<file path="src/rtl/pll_ctrl_pkg.sv">
// Purpose : shared types and constants for the PLL reset/lock supervisor.
// Latency : n/a (package only).
// Backpressure: n/a.
// Contents: state encoding (3-bit), retry counter width, constant max helper.
package pll_ctrl_pkg;

    localparam int RETRY_W = 8;

    typedef enum logic [2:0] {
        ST_RESET     = 3'd0,
        ST_WAIT_LOCK = 3'd1,
        ST_STABLE    = 3'd2,
        ST_RUN       = 3'd3,
        ST_FAIL      = 3'd4
    } state_t;

    // Used to size the shared cycle counter from the largest cycle parameter.
    function automatic int max3(input int a, input int b, input int c);
        int m;
        m = (a > b) ? a : b;
        return (m > c) ? m : c;
    endfunction

endpackage

</file>
<file path="src/rtl/sync_2ff.sv">
// Purpose : single-bit two-flop synchronizer, synchronous reset to 0.
// Latency : 2 i_clk cycles from i_d to o_q.
// Backpressure: none.
// Ports   : i_clk, i_rst (sync, active-high), i_d (async input), o_q (synchronized).
// Only compiled when PLL_RESET_SEQ_LOCK_SYNC_EN is defined; it has no user otherwise.
`ifdef PLL_RESET_SEQ_LOCK_SYNC_EN
module sync_2ff (
    input  logic i_clk,
    input  logic i_rst,
    input  logic i_d,
    output logic o_q
);

    logic meta_d, meta_q;
    logic sync_d, sync_q;

    always_comb begin
        meta_d = i_d;
        sync_d = meta_q;
    end

    always_ff @(posedge i_clk) begin
        if (i_rst) begin
            meta_q <= 1'b0;
            sync_q <= 1'b0;
        end else begin
            meta_q <= meta_d;
            sync_q <= sync_d;
        end
    end

    assign o_q = sync_q;

endmodule
`endif

</file>
<file path="src/rtl/pll_reset_seq.sv">
// Purpose : PLL reset/lock supervisor: reset pulse, lock wait with timeout, stability
//           filter, bounded retries, sticky failure.
// Latency : all outputs registered; they reflect the state being entered.
// Backpressure: none; i_restart is a one-cycle request honoured immediately.
// Ports   : i_clk, i_rst (sync, active-high), i_locked (PLL lock), i_restart;
//           o_pll_rst, o_ready, o_fail (sticky), o_lock_lost (pulse), o_retries[7:0].
// Option  : PLL_RESET_SEQ_LOCK_SYNC_EN inserts a 2-flop synchronizer on i_locked
//           (2 cycles of lag); without it i_locked must already be i_clk-synchronous.
module pll_reset_seq
    import pll_ctrl_pkg::*;
#(
    parameter int RESET_CYCLES        = 16,
    parameter int LOCK_TIMEOUT_CYCLES = 100000,
    parameter int STABLE_CYCLES       = 1024,
    parameter int MAX_RETRIES         = 3
) (
    input  logic       i_clk,
    input  logic       i_rst,
    input  logic       i_locked,
    input  logic       i_restart,
    output logic       o_pll_rst,
    output logic       o_ready,
    output logic       o_fail,
    output logic       o_lock_lost,
    output logic [7:0] o_retries
);

    localparam int CNT_W = $clog2(max3(RESET_CYCLES, LOCK_TIMEOUT_CYCLES, STABLE_CYCLES)) + 1;

    // Transitions fire on the last cycle of a phase so the new state is
    // visible exactly N cycles after entry.
    localparam logic [CNT_W-1:0]   RESET_LAST   = CNT_W'(RESET_CYCLES - 1);
    localparam logic [CNT_W-1:0]   TIMEOUT_LAST = CNT_W'(LOCK_TIMEOUT_CYCLES - 1);
    localparam logic [CNT_W-1:0]   STABLE_LAST  = CNT_W'(STABLE_CYCLES - 1);
    localparam logic [RETRY_W-1:0] RETRY_MAX    = RETRY_W'(MAX_RETRIES);

    logic lock_s;

`ifdef PLL_RESET_SEQ_LOCK_SYNC_EN
    sync_2ff u_lock_sync (
        .i_clk (i_clk),
        .i_rst (i_rst),
        .i_d   (i_locked),
        .o_q   (lock_s)
    );
`else
    assign lock_s = i_locked;
`endif

    state_t             state_q, state_d;
    logic [CNT_W-1:0]   cnt_q, cnt_d;
    logic [RETRY_W-1:0] retries_q, retries_d;
    logic               pll_rst_q, pll_rst_d;
    logic               ready_q, ready_d;
    logic               fail_q, fail_d;
    logic               lock_lost_q, lock_lost_d;

    always_comb begin
        state_d     = state_q;
        retries_d   = retries_q;
        lock_lost_d = 1'b0;

        if (i_restart) begin
            state_d   = ST_RESET;
            retries_d = '0;
        end else begin
            case (state_q)
                ST_RESET: begin
                    if (cnt_q == RESET_LAST) begin
                        state_d = ST_WAIT_LOCK;
                    end
                end
                ST_WAIT_LOCK: begin
                    // Lock wins over a timeout landing in the same cycle.
                    if (lock_s) begin
                        state_d = ST_STABLE;
                    end else if (cnt_q == TIMEOUT_LAST) begin
                        if (retries_q == RETRY_MAX) begin
                            state_d = ST_FAIL;
                        end else begin
                            retries_d = retries_q + 1'b1;
                            state_d   = ST_RESET;
                        end
                    end
                end
                ST_STABLE: begin
                    // A dropout here is a glitch, not a failed attempt: no retry used.
                    if (!lock_s) begin
                        state_d = ST_WAIT_LOCK;
                    end else if (cnt_q == STABLE_LAST) begin
                        state_d = ST_RUN;
                    end
                end
                ST_RUN: begin
                    // Loss after a good lock starts a fresh sequence.
                    if (!lock_s) begin
                        state_d     = ST_RESET;
                        retries_d   = '0;
                        lock_lost_d = 1'b1;
                    end
                end
                ST_FAIL: begin
                    state_d = ST_FAIL;
                end
                default: begin
                    state_d = ST_RESET;
                end
            endcase
        end

        // Counter restarts on every entry, including RESET re-entered by i_restart.
        if (i_restart || (state_d != state_q)) begin
            cnt_d = '0;
        end else if ((state_q == ST_RUN) || (state_q == ST_FAIL)) begin
            cnt_d = cnt_q;
        end else begin
            cnt_d = cnt_q + 1'b1;
        end

        pll_rst_d = (state_d == ST_RESET) || (state_d == ST_FAIL);
        ready_d   = (state_d == ST_RUN);
        fail_d    = (state_d == ST_FAIL);
    end

    always_ff @(posedge i_clk) begin
        if (i_rst) begin
            state_q     <= ST_RESET;
            cnt_q       <= '0;
            retries_q   <= '0;
            pll_rst_q   <= 1'b1;
            ready_q     <= 1'b0;
            fail_q      <= 1'b0;
            lock_lost_q <= 1'b0;
        end else begin
            state_q     <= state_d;
            cnt_q       <= cnt_d;
            retries_q   <= retries_d;
            pll_rst_q   <= pll_rst_d;
            ready_q     <= ready_d;
            fail_q      <= fail_d;
            lock_lost_q <= lock_lost_d;
        end
    end

    assign o_pll_rst   = pll_rst_q;
    assign o_ready     = ready_q;
    assign o_fail      = fail_q;
    assign o_lock_lost = lock_lost_q;
    assign o_retries   = retries_q;

endmodule

</file>
<file path="config.mk">
export PLATFORM = sky130hd
export DESIGN_NAME = pll_reset_seq
export DESIGN_NICKNAME = d
export VERILOG_FILES = /design/src/rtl/pll_ctrl_pkg.sv /design/src/rtl/sync_2ff.sv /design/src/rtl/pll_reset_seq.sv
export SDC_FILE = /design/constraint.sdc
export NUM_CORES = 1
export LEC_CHECK = 0
export ABC_AREA = 1
export CORE_MARGIN = 5
export CORE_UTILIZATION = 40
export DETAILED_ROUTE_END_ITERATION = 10
export PLACE_DENSITY = 0.58
export SKIP_LAST_GASP = 1
export SLEW_MARGIN = 10
export SYNTH_ARGS = -nofsm -noshare
export SYNTH_HDL_FRONTEND = slang
export SYNTH_HIERARCHICAL = 1
export SYNTH_SLANG_ARGS = --single-unit
</file>
<file path="constraint.sdc">
create_clock -name i_clk -period 3.9 [get_ports i_clk]
set_clock_uncertainty 0.15 [all_clocks]
set_input_delay 0.78 -clock i_clk [delete_from_list [all_inputs] [get_ports i_clk]]
set_output_delay 0.78 -clock i_clk [all_outputs]
set_load 0.01 [all_outputs]
</file>
==> impl_metrics.json, run 1 <==
{
  "status": "complete, no violations",
  "drive_gt1_share_pct": 14.7,
  "drtIter0Drc": 64,
  "portBuffers": 15,
  "boundaryPins": 16,
  "syn_avg_cell_area_um2": 7.45,
  "synth_area_um2": 1860,
  "clock_sinks": 33,
  "routedWlPerCell_um": 10.9,
  "place_hpwl_um": 2650,
  "setup-tns-final_ns": 0,
  "nNetsFinal": 277,
  "grt_max_degree": 19,
  "critPathSlowestCell": "clkdlybuf4s50_1",
  "ys_warn_count": 6,
  "cp-end-kind": "flop",
  "cp_top_family": "simple AND/OR/NAND/NOR gates",
  "synthToLayoutAreaGrowth_pct": 16.7,
  "hp-start": "o_retries[7]",
  "wl_um": 3520,
  "grt_pass1_wl_um": 6230,
  "diodes": 0,
  "cts_buffer_depth": 2,
  "cts.clk_slew.worst_paths_ns": 0.07,
  "fin_crit_sh_pct": 61.4,
  "synth_cells": 250,
  "tightest_slew_ns": 0.432,
  "grtUsageMet3_pct": 3.89,
  "slowest_delay_ns": 0.56,
  "relSlewSlack_pct": 71.2,
  "tritoncts": "yes",
  "ys_seq_elements": 33,
  "busiest_layer": "met2",
  "htreeDepth": 2,
  "antenna_found_initial": 0,
  "hold_viol": 0,
  "fin_cells": 324,
  "grt.overflow.total": 0,
  "vias_per_cell": 4.68,
  "grt_use_met2_pct": 18.6,
  "place.gp.congestion": 0.856,
  "cts-buffers-inserted": 5,
  "dp_cells": 316,
  "fp.dieW_um": 78.2,
  "finalSetupViolations": 0,
  "cp_cell_sequence": "clkdlybuf4s50_1, nand4_1, xor2_1, nor2_1, nand3_4, nor2_1",
  "crit_path_frequent_cell": "nor2_1",
  "post_cts_buffers": 0,
  "ant_nets": 0,
  "start_util_pct": 41.9,
  "cp_max_fo": 18,
  "grtUsageTotal_pct": 12.7,
  "clk_latency_ns": 0.28,
  "cts_root_buf": "clkbuf_8",
  "crit_path_start_kind": "input pin",
  "arrival_ns": 2.46,
  "vdd_ir_drop_max_v": 0.000168,
  "cts_hold_buf": 0,
  "crit_buf_inv": 1,
  "grt_pass1_vias": 1371,
  "crit_required_ns": 3.96,
  "synthDistinctLibCells": 27,
  "slew_viol_final": 0,
  "num_rows": 24,
  "seq_area_frac_synth_pct": 35.5,
  "first_pass_iters": 4,
  "worst-setup-path-type": "input pin to flop",
  "via_count": 1517,
  "p_leak_nw": 0.835,
  "min_period_ns": 2.40,
  "rr_startpoint": "cnt_q[0]",
  "core_area_um2": 4440,
  "cap_viol_max_count": 0,
  "die_area_um2": 6120,
  "rsz0062_at_grt": "false",
  "syn_nets": 256,
  "ctsResizeCount": 0,
  "cellPowerDensity_nw_per_um2": 316,
  "crit_start": "i_locked",
  "grt_use_met1_pct": 17.0,
  "die_h_um": 78.2,
  "hold_path_class": "flop to flop",
  "drcViolationCount": 0,
  "fmax_ghz": 0.417
}
==> state kept, by name, indices dropped and copies added, names as in the netlist <==
register,flops
o_retries,8
o_fail,1
state_q,3
o_lock_lost,1
cnt_q,18
o_ready,1
o_pll_rst,1
==> tightest hold or removal path: cells and delay by family, from the launching register on <==
family	cells	cell delay, ns
flops	1	0.34
compound gates	1	0.06
simple gates	1	0.07
==> power by group <==
part	leakage, nW	internal [mW]	switching, mW	total (mW)
clock	0.0585	0.208	0.121	0.330
combinational	0.511	0.00576	0.0123	0.0181
sequential	0.266	0.338	0.000847	0.339
==> cell families after synthesis <==
| group | share of synthesized area [%] |
|---|---|
| xor gates and xnor gates | 8.93 |
| buffers and inverters | 8.73 |
| adders and majority gates | 1.34 |
| AOI/OAI and AO/OA | 4.90 |
| DFF | 35.5 |
| muxes | 0.537 |
| and+or+nand+nor | 40.1 |
==> synthesized netlist by cell type (all sizes together) <==
library cell	number	area, µm²
nor2	59	327
nand2	48	210
inv	37	139
dfxtp	33	661
nand3	16	103
xor2	15	131
a21oi	10	50.1
nor3	8	56.3
nand4	7	43.8
o21ai	5	25.0
xnor2	4	35.0
ha	2	25.0
a21boi	1	7.51
buf	1	20.0
clkinv	1	3.75
mux2i	1	10.0
nor3b	1	7.51
o2111ai	1	8.76
==> worst paths after layout <==
path	endpoint	slack [ns]	cells after the start
worst max register to register	cnt_q[16]	1.78	11
worst max-delay path	cnt_q[16]	1.50	6
worst min-delay path	o_retries[7]	0.36	2
worst min register to register	o_retries[7]	0.36	2
==> per-layer routing <==
metal | vias to the layer above | share of wire [%]
li1 | 819 | -
met1 | 659 | 52
met2 | 34 | 42
met3 | 5 | 5.0
met4 | 0 | 1.7
met5 | - | 0
==> stage by stage <==
step / worst slack (ns) / hold WS [ns] / utilization [%] / power (mW) / cell area [µm²]
2_1_floorplan: 1.98 / 0.357 / - / 0.360 / 1860
3_3_place_gp: 1.22 / 0.358 / 46.3 / 0.365 / 2060
3_5_place_dp: 1.18 / 0.357 / 46.3 / 0.365 / 2060
4_1_cts: 1.48 / 0.367 / 48.9 / 0.700 / 2170
5_1_grt: 1.32 / 0.394 / 48.9 / 0.719 / 2170
6_report: 1.50 / 0.360 / 48.9 / 0.687 / 2170
==> final cells by class <==
type / count / area, µm²
Tap cell: 52 / 65.1
Clock inverter: 1 / 30.0
Clock buffer: 7 / 86.3
Inverter: 38 / 143
Sequential cell: 33 / 661
Timing Repair Buffer: 15 / 150
Multi-Input combinational cell: 178 / 1040
Fill cell: 468 / 2270
==> cell usage in the layout (no fill, tap or decap), drive strengths merged <==
| cell type | count |
|---|---|
| o21ai | 5 |
| nor3b | 1 |
| a21boi | 1 |
| clkinv | 1 |
| nand4 | 7 |
| a21oi | 10 |
| xnor2 | 4 |
| mux2i | 1 |
| nor3 | 8 |
| nand3 | 16 |
| inv | 37 |
| o2111ai | 1 |
| nand2 | 48 |
| xor2 | 15 |
| ha | 2 |
| clkbuf | 7 |
| bufinv | 1 |
| clkdlybuf4s50 | 15 |
| nor2 | 59 |
| dfxtp | 33 |
Note: power is estimated with default switching activity, not from simulation.
==> run 2, diff against run 1 <==
==> constraint.sdc (replaced) <==
create_clock -name i_clk -period 2.5 [get_ports i_clk]
set_clock_uncertainty 0.15 [all_clocks]
set_input_delay 0.5 -clock i_clk [delete_from_list [all_inputs] [get_ports i_clk]]
set_output_delay 0.5 -clock i_clk [all_outputs]
set_load 0.01 [all_outputs]
==> impl_metrics.json, run 2 (synthesis results as in run 1) <==
{
  "status": "complete, no violations",
  "grt_pass1_vias": 1465,
  "die_area_um2": 6120,
  "arrival_ns": 2.16,
  "p_total_mw": 0.926,
  "num_rows": 24,
  "largest_reg_flops": 18,
  "synthToLayoutAreaGrowth_pct": 15.6,
  "hold_viol": 0,
  "post_cts_buffers": 0,
  "holdPathStages": 2,
  "diodes": 0,
  "fmax_ghz": 0.464,
  "grt_pass1_wl_um": 6310,
  "fin_crit_sh_pct": 86.2,
  "die_h_um": 78.2,
  "p_leak_nw": 0.829,
  "place_hpwl_um": 2720,
  "hp-start": "o_retries[7]",
  "vdd_ir_drop_max_v": 0.000263,
  "reg2reg_depth": 13,
  "cp-end-kind": "flop",
  "hold_path_class": "flop to flop",
  "crit_required_ns": 2.50,
  "cap_viol_max_count": 0,
  "drcViolationCount": 0,
  "tritoncts": "yes",
  "cellPowerDensity_nw_per_um2": 430,
  "worst-setup-path-type": "flop to flop",
  "drive_gt1_share_pct": 15.4,
  "setup-tns-final_ns": 0,
  "ctsResizeCount": 0,
  "cts_root_buf": "clkbuf_8",
  "antenna_found_initial": 0,
  "portBuffers": 15,
  "grtUsageTotal_pct": 12.7,
  "min_period_ns": 2.16,
  "wl_um": 3570,
  "layout_common_cells": "nor2_1, nand2_1, inv_1",
  "cp_cell_sequence": "ha_1, nand2_1, nor2_2, inv_1, nor2_2, nand3_2, nand2_1, nand3_2, nand2_2, nand2_2, nand3_4, buf_4, nor2_1",
  "via_count": 1517,
  "hold_end": "o_retries[7]",
  "clk_latency_ns": 0.28,
  "cts-buffers-inserted": 5,
  "rrSetupSlack_ns": 0.34,
  "finalSetupViolations": 0,
  "htreeDepth": 2,
  "cp_max_fo": 18,
  "nNetsFinal": 280,
  "cts.clk_slew.worst_paths_ns": 0.07,
  "dp_cells": 319,
  "rsz0062_at_grt": "false",
  "clock_sinks": 33,
  "tightest_slew_ns": 0.372,
  "grt_use_met2_pct": 19.8,
  "fin_cells": 325,
  "boundaryPins": 16,
  "busiest_layer": "met2",
  "grtUsageMet3_pct": 3.66,
  "rr_startpoint": "cnt_q[0]",
  "routedWlPerCell_um": 11.0,
  "hold-worst-slack_ns": 0.361,
  "core_area_um2": 4440,
  "start_util_pct": 41.9,
  "critPathSlowestCell": "dfxtp_1",
  "cts_hold_buf": 0,
  "fp.dieW_um": 78.2,
  "cts_buffer_depth": 2,
  "crit_path_start_kind": "flop",
  "vias_per_cell": 4.67,
  "slowest_delay_ns": 0.37,
  "relSlewSlack_pct": 75.2,
  "r2r-end": "cnt_q[16]",
  "first_pass_iters": 4,
  "grt_max_degree": 19,
  "place.gp.congestion": 0.880,
  "ant_nets": 0,
  "grt_use_met1_pct": 16.8,
  "finalInstanceArea_um2": 2150,
  "placed_area_um2": 2080,
  "drtIter0Drc": 83,
  "regMostFlops": "cnt_q",
  "final_common_cell": "nor2_1",
  "grt.overflow.total": 0,
  "slew_viol_final": 0
}
## run 2: cell count changes in the layout (fill, tap and decap cells not counted), sizes merged
| cell | before | now |
|---|---|---|
| buf | 0 | 3 |
| clkbuf | 7 | 5 |
| bufinv | 1 | 0 |
| clkinv | 1 | 2 |
## run 2: worst max path at each step
| stage | start | end | depth (start not counted) |
|---|---|---|---|
| after CTS | cnt_q[0] | cnt_q[16] | 13 |
| after global routing | cnt_q[0] | cnt_q[14] | 13 |
| after global placement | i_locked | cnt_q[0] | 10 |
| after floorplan | cnt_q[0] | cnt_q[6] | 13 |
| final | cnt_q[0] | cnt_q[16] | 13 |
| after detailed placement | i_locked | cnt_q[13] | 10 |
## run 2: layout make-up
type | instances | area [µm²]
Fill cell | 467 | 2290
Multi-Input combinational cell | 178 | 1040
Clock inverter | 1 | 5.00
Clock buffer | 5 | 68.8
Tap cell | 52 | 65.1
Inverter | 38 | 143
Timing Repair Buffer | 18 | 173
Sequential cell | 33 | 661
## run 2: metrics by stage
step	setup slack, ns	utilization (%)
6_report	0.345	48.5
5_1_grt	0.129	48.5
4_1_cts	0.295	48.5
3_5_place_dp	0.170	46.8
3_3_place_gp	0.207	46.8
2_1_floorplan	0.681	-
## run 2: power by group
part | internal [mW] | switching [mW] | total, mW
Sequential | 0.527 | 0.00136 | 0.529
Combinational | 0.0109 | 0.0195 | 0.0305
Clock | 0.183 | 0.184 | 0.367
Total | 0.721 | 0.205 | 0.926
## run 2: worst max-delay path: cells and delay by family (launching register included)
| kind | cells | cell delay, ns |
|---|---|---|
| DFF | 1 | 0.37 |
| buffers and inverters | 2 | 0.41 |
| adders and majority gates | 1 | 0.19 |
| and+or+nand+nor | 10 | 0.90 |
## run 2: routing by layer
metal,vias to the layer above,part of all wire [%]
li1,825,-
met1,654,52
met2,34,41
met3,4,5.6
met4,0,1.2
met5,-,0
